**src/rtl/cache_victim_ctrl.sv**
```systemverilog
// Miss/hit controller on the consumer side of a cache replacement policy.
// Picks the victim way, then sequences write-back and refill before reporting completion.
module cache_victim_ctrl #(
    parameter int SET_ASSOC   = 4,
    parameter int INDEX_WIDTH = 7,
    localparam int WAY_W      = $clog2(SET_ASSOC)
) (
    input  logic                   clk,
    input  logic                   rst,
    input  logic                   lookup_valid,
    input  logic [INDEX_WIDTH-1:0] lookup_index,
    input  logic [SET_ASSOC-1:0]   hit,
    input  logic [SET_ASSOC-1:0]   way_valid,
    input  logic [SET_ASSOC-1:0]   way_dirty,
    output logic                   lookup_ready,
    input  logic [WAY_W-1:0]       repl_index,
    output logic [SET_ASSOC-1:0]   access,
    output logic                   update,
    output logic                   wb_req,
    output logic [WAY_W-1:0]       wb_way,
    output logic [INDEX_WIDTH-1:0] wb_index,
    input  logic                   wb_ack,
    output logic                   refill_req,
    output logic [WAY_W-1:0]       refill_way,
    output logic [INDEX_WIDTH-1:0] refill_index,
    input  logic                   refill_ack,
    output logic                   done,
    output logic [WAY_W-1:0]       done_way
);

    typedef enum logic [1:0] {IDLE, WB, REFILL, DONE} state_t;

    state_t                 state;
    logic [WAY_W-1:0]       victim_way;
    logic [INDEX_WIDTH-1:0] victim_index;
    logic [WAY_W-1:0]       pick_way;
    logic                   pick_dirty;
    logic                   accept_hit;
    logic                   accept_miss;

    // Scan from the top so the lowest invalid way wins; fall back to the policy suggestion.
    always_comb begin
        pick_way = repl_index;
        for (int unsigned i = SET_ASSOC; i > 0; i--) begin
            if (!way_valid[WAY_W'(i - 1)]) pick_way = WAY_W'(i - 1);
        end
        pick_dirty = way_valid[pick_way] & way_dirty[pick_way];
    end

    assign lookup_ready = (state == IDLE) && !rst;
    assign accept_hit   = lookup_ready && lookup_valid && (hit != '0);
    assign accept_miss  = lookup_ready && lookup_valid && (hit == '0);

    always_comb begin
        access = '0;
        if (accept_hit)
            access = hit;
        else if (done)
            access = SET_ASSOC'(1) << victim_way;
    end

    assign update       = accept_hit || done;
    assign wb_way       = victim_way;
    assign wb_index     = victim_index;
    assign refill_way   = victim_way;
    assign refill_index = victim_index;
    assign done_way     = victim_way;

    always_ff @(posedge clk) begin
        if (rst) begin
            state        <= IDLE;
            victim_way   <= '0;
            victim_index <= '0;
            wb_req       <= 1'b0;
            refill_req   <= 1'b0;
            done         <= 1'b0;
        end else begin
            case (state)
                IDLE: begin
                    if (accept_miss) begin
                        victim_way   <= pick_way;
                        victim_index <= lookup_index;
                        if (pick_dirty) begin
                            state  <= WB;
                            wb_req <= 1'b1;
                        end else begin
                            state      <= REFILL;
                            refill_req <= 1'b1;
                        end
                    end
                end
                WB: begin
                    if (wb_ack) begin
                        state      <= REFILL;
                        wb_req     <= 1'b0;
                        refill_req <= 1'b1;
                    end
                end
                REFILL: begin
                    if (refill_ack) begin
                        state      <= DONE;
                        refill_req <= 1'b0;
                        done       <= 1'b1;
                    end
                end
                default: begin
                    state <= IDLE;
                    done  <= 1'b0;
                end
            endcase
        end
    end

endmodule
```
**config.mk**
```make
export PLATFORM = sky130hd
export DESIGN_NAME = cache_victim_ctrl
export DESIGN_NICKNAME = d
export VERILOG_FILES = /design/src/rtl/cache_victim_ctrl.sv
export SDC_FILE = /design/constraint.sdc
export NUM_CORES = 1
export LEC_CHECK = 0
export BUFFER_PORTS_ARGS = -buffer_cell sky130_fd_sc_hd__buf_2
export CELL_PAD_IN_SITES_DETAIL_PLACEMENT = 2
export CELL_PAD_IN_SITES_GLOBAL_PLACEMENT = 2
export CORE_MARGIN = 3
export CORE_UTILIZATION = 24
export CTS_CLUSTER_SIZE = 16
export DETAILED_ROUTE_END_ITERATION = 12
export PLACE_DENSITY = 0.89
export RECOVER_POWER = 50
export SYNTH_ARGS = -nofsm -noshare
export SYNTH_HDL_FRONTEND = slang
export SYNTH_SLANG_ARGS = --single-unit
```
**constraint.sdc**
```tcl
create_clock -name clk -period 4.4 [get_ports clk]
set_input_delay 0.66 -clock clk [delete_from_list [all_inputs] [get_ports clk]]
set_output_delay 0.66 -clock clk [all_outputs]
set_load 0.05 [all_outputs]
```
# After elaboration in Yosys (flattened, before gate mapping)
# Index checks and enable logic that the tools add are counted.
# word_totals
regBits	14
output_inout_bits	29
elab_cells	60
# classes
magnitude_cmp	1
eq_ne	7
shifts	1
muxes	26
bitwise	2
n_reduce_logical	17
# op_table
operator	n
two-way mux 2 bit	8
two-way mux 1 bit	10
!= test 2 bit, second input constant	5
two-way mux 4 bit	2
one-hot mux 2 bit (3 select lines)	1
AND reduction 5 bit	1
binary-select mux 1 bit (select 2 bit)	2
logical AND 1 bit	4
logical NOT 4 bit	1
one-hot mux 1 bit (2 select lines)	2
AND reduction 2 bit	2
AND reduction 4 bit	1
nonzero test 4 bit	1
<< shifter 1 x 2 -> 4 bit, first input constant	1
less-than comparator 2 x 3 -> 1 bit, second input constant	1
one-hot mux 1 bit (3 select lines)	1
AND reduction 3 bit	1
nonzero test 3 bit	1
equality test 2 x 1 -> 1 bit, second input constant	1
equality test 2 bit, second input constant	1
logical NOT 2 bit	1
nonzero test 2 bit	1
OR reduction 2 bit	1
AND 1 bit	1
3 further kinds	3

# Logic depth before layout (Yosys ltp)
# logic_depth
ltp_word	10
depth_mapped	7
ltp_nobuf	7

# Worst setup path after synthesis
# No wires, ideal clock.
# synth_timing
path_type	input to output
startpoint	input rst
endpoint	output access[0]
arrival_time_ns	2.736
required_ns	3.740
path_slack_ns	1.004
stages	4
path_buffers	1
path_cell_list	clkbuf_1 -> nand3b_1 -> nor2_1 -> o41ai_1
# synth_via
elab_chain_len	5
# synth_lines
element	line	rtl
start, declared	9	input logic rst,
logical NOT 1 bit	50	assign lookup_ready = (state == IDLE) && !rst;
logical AND 1 bit	50	
logical AND 1 bit (2 in a row)	51	assign accept_hit = lookup_ready && lookup_valid && (hit != '0);
two-way mux 4 bit	56	if (accept_hit)
end, declared	17	output logic [SET_ASSOC-1:0] access,
# Every way passes these cells.

# Final worst setup path
# layout_timing
startpoint	register state[1]
endpoint	output access[0]
# layout_via
elab_chain_len	5
# layout_lines
element	line	rtl
start, declared	33	state_t state;
start signal, assigned	71	state <= IDLE;
start signal, assigned	84	state <= WB;
start signal, assigned	87	state <= REFILL;
logical NOT 2 bit	50	
logical AND 1 bit	50	
logical AND 1 bit (2 in a row)	51	
two-way mux 4 bit	56	
# Every way passes these cells.

==> reports/results.ini <==
[clock_network]
clock_latency_ns = 0.25
root_buffer = clkbuf_8
h-tree-depth = 1
numCtsBuffers = 3
cts_resized = 0
clkTransAtPathRegs_ns = 0.06
tritoncts = built
clock-sinks = 14
post_cts_buffers = 0
holdBufCountCts = 0
clockBufferDepth = 2

[worst_setup_path]
crit_path_end = access[0]
cp_max_fo = 8
crit_type = register to output port
r2r_end = wb_req
crit_start = state[1]
critPathCaptureType = output port
worst-r2r-cell-count = 6
cp.required_ns = 3.74
crit_arrival_ns = 2.09
r2r-start = state[1]
r2r_setup_slack_ns = 2.41
startpoint_type = register

[drt]
routedWlPerCell_um = 14.3
viasPerCell = 4.78
drt_wl_total_mm = 2.89
route.vias.total = 966
drc = 0
dr.pass1.iters = 2
antenna_left = 0
drt_iter0_markers = 18

[final_layout]
multi_input_area_um2 = 513
drive_gt1_share_pct = 25.0
nets = 188
fillerInstances = 428
antenna_cells = 0
area_growth_pct = 28.7
final-seq-area_um2 = 280

[die]
rows = 21
start_util_pct = 26.2
die-area_um2 = 4590
io_pins = 55
fp.dieW_um = 67.7
core_area_um2 = 3490
die_h_um = 67.7

[global_route]
grt_pass1_wl_mm = 4.75
grt.total_usage_pct = 13.6
grt_max_degree = 19
grt_pass1_vias = 1041
grt_overflow = 0
antenna_found_initial = 0

[place]
portBuffers = 54
gpl.final_weighted_congestion = 0.795
dp_hpwl_mm = 2.37
place_ws_ns = 1.72

[synthesis]
syn_area_um2 = 915
avgSynthCellArea_um2 = 8.17
synth_edf_count = 0
seq_area_frac_synth_pct = 30.6
ys_seq_elements = 14
async_reset_ff_share_pct = 0
synthCells = 112
yosys_most_used_dff = dfxtp_1
yosysWarnings = 0
synthesis.nets = 143
yosysUniqueCellTypes = 30

[timing]
fin_ws_ns = 1.65
relSlewSlack_pct = 59.1
fin_crit_sh_pct = 62.6
final_max_slew_viol_count = 0
finalHoldViolations = 0
setup_violations = 0
finalCriticalPeriod_ns = 2.75
worst_pin_slew_ns = 0.616
fmax_mhz = 363
finalClockSkew_ns = 0.00174
tns_ns = 0
rsz0062_at_grt = no

[power]
power_leakage_nw = 0.490
ir_worst_vdd_mv = 0.128
p_per_area_nw_per_um2 = 268

[hold_path]
hold_path.class = register to register

[status]
status = finished, final reports clean

[job]
cap_violations = 0

-- synth_stat cells, types with 2 or more instances --
library cell	instances	area share (%)
a21oi_1	6	3.3
a31oi_1	2	1.4
buf_4	11	9.0
clkbuf_1	2	0.82
dfxtp_1	14	31
ha_1	5	6.8
inv_1	7	2.9
mux2i_1	9	9.8
nand2_1	12	4.9
nand2b_1	3	2.1
nand3_1	3	1.6
nand3b_1	3	2.5
nor2_1	13	5.3
o21ai_0	4	2.2
o31ai_1	3	2.5
-- per-layer routing --
| metal | vias to the layer above | part of all wire [%] | GRT usage (%) |
|---|---|---|---|
| met5 | - | 0 | 0 |
| met3 | 0 | 7.7 | 4.83 |
| met4 | 0 | 0 | 1.52 |
| li1 | 467 | - | - |
| met1 | 453 | 44 | 16.2 |
| met2 | 46 | 49 | 23.9 |
-- flip-flops by register name (all words and copies together) (netlist names) --
register and flops:
done_way 2, done 1, state 2, wb_req 1
refill_req 1, refill_index 7
-- worst min path at each step --
stage | startpoint | endpoint | cells after the start
after floorplan | state[1] | state[1] | 2
after global placement | refill_req | refill_req | 2
after global routing | refill_req | refill_req | 2
after CTS | refill_req | refill_req | 2
after detailed placement | refill_req | refill_req | 2
final | refill_req | refill_req | 2
-- power by group --
group / internal [W] / switching, W / total [W] / leakage [nW]
clock network: 0.0000793 / 0.0000487 / 0.000128 / 0.0288
registers: 0.000129 / 0.00000170 / 0.000130 / 0.113
logic: 0.0000182 / 0.0000389 / 0.0000571 / 0.348
total: 0.000226 / 0.0000893 / 0.000316 / 0.490
-- layout by cell type (no fill, tap or decap), types with 2 or more instances in the layout --
master / count
inv_1: 7
nand3_1: 3
dfxtp_1: 14
buf_2: 34
a21oi_1: 6
o21ai_0: 4
clkbuf_1: 20
ha_1: 5
nand2_1: 12
clkbuf_8: 4
nand3b_1: 3
o31ai_1: 3
mux2i_1: 9
nor2_1: 13
a31oi_1: 2
nand2b_1: 3
-- area by class of cell --
cell class | instances | area share (%)
multi-input combinational | 77 | 43.6
sequential | 14 | 23.8
timing repair buffer | 54 | 20.8
tap | 46 | 4.89
clock buffer | 4 | 4.68
inverter | 7 | 2.23
-- kinds of logic after synthesis --
group	synth area share [%]
DFF	30.6
buffers and inverters	13.3
muxes	9.85
and+or+nand+nor	23.9
adders and majority gates	6.84
AOI/OAI and AO/OA	15.5
-- through the flow --
step	std cells	total power, W	utilization, %	area [µm²]	hold slack, ns
after global placement	198	0.000189	32.8	1150	0.455
after floorplan	112	0.000168	-	915	0.494
after detailed placement	198	0.000192	32.8	1150	0.481
after CTS	202	0.000321	34.4	1200	0.492
final	202	0.000316	33.7	1180	0.493
after global routing	202	0.000333	33.7	1180	0.558
-- worst max-delay path: stages, from the launching register on --
cell and delay [ns]:
dfxtp_1 0.35, inv_1 0.13, ha_1 0.31, nand3b_1 0.13, nor2_1 0.37, nand2_1 0.13
o41ai_1 0.09, buf_2 0.33
No activity file was read; power rests on OpenSTA's default activity.
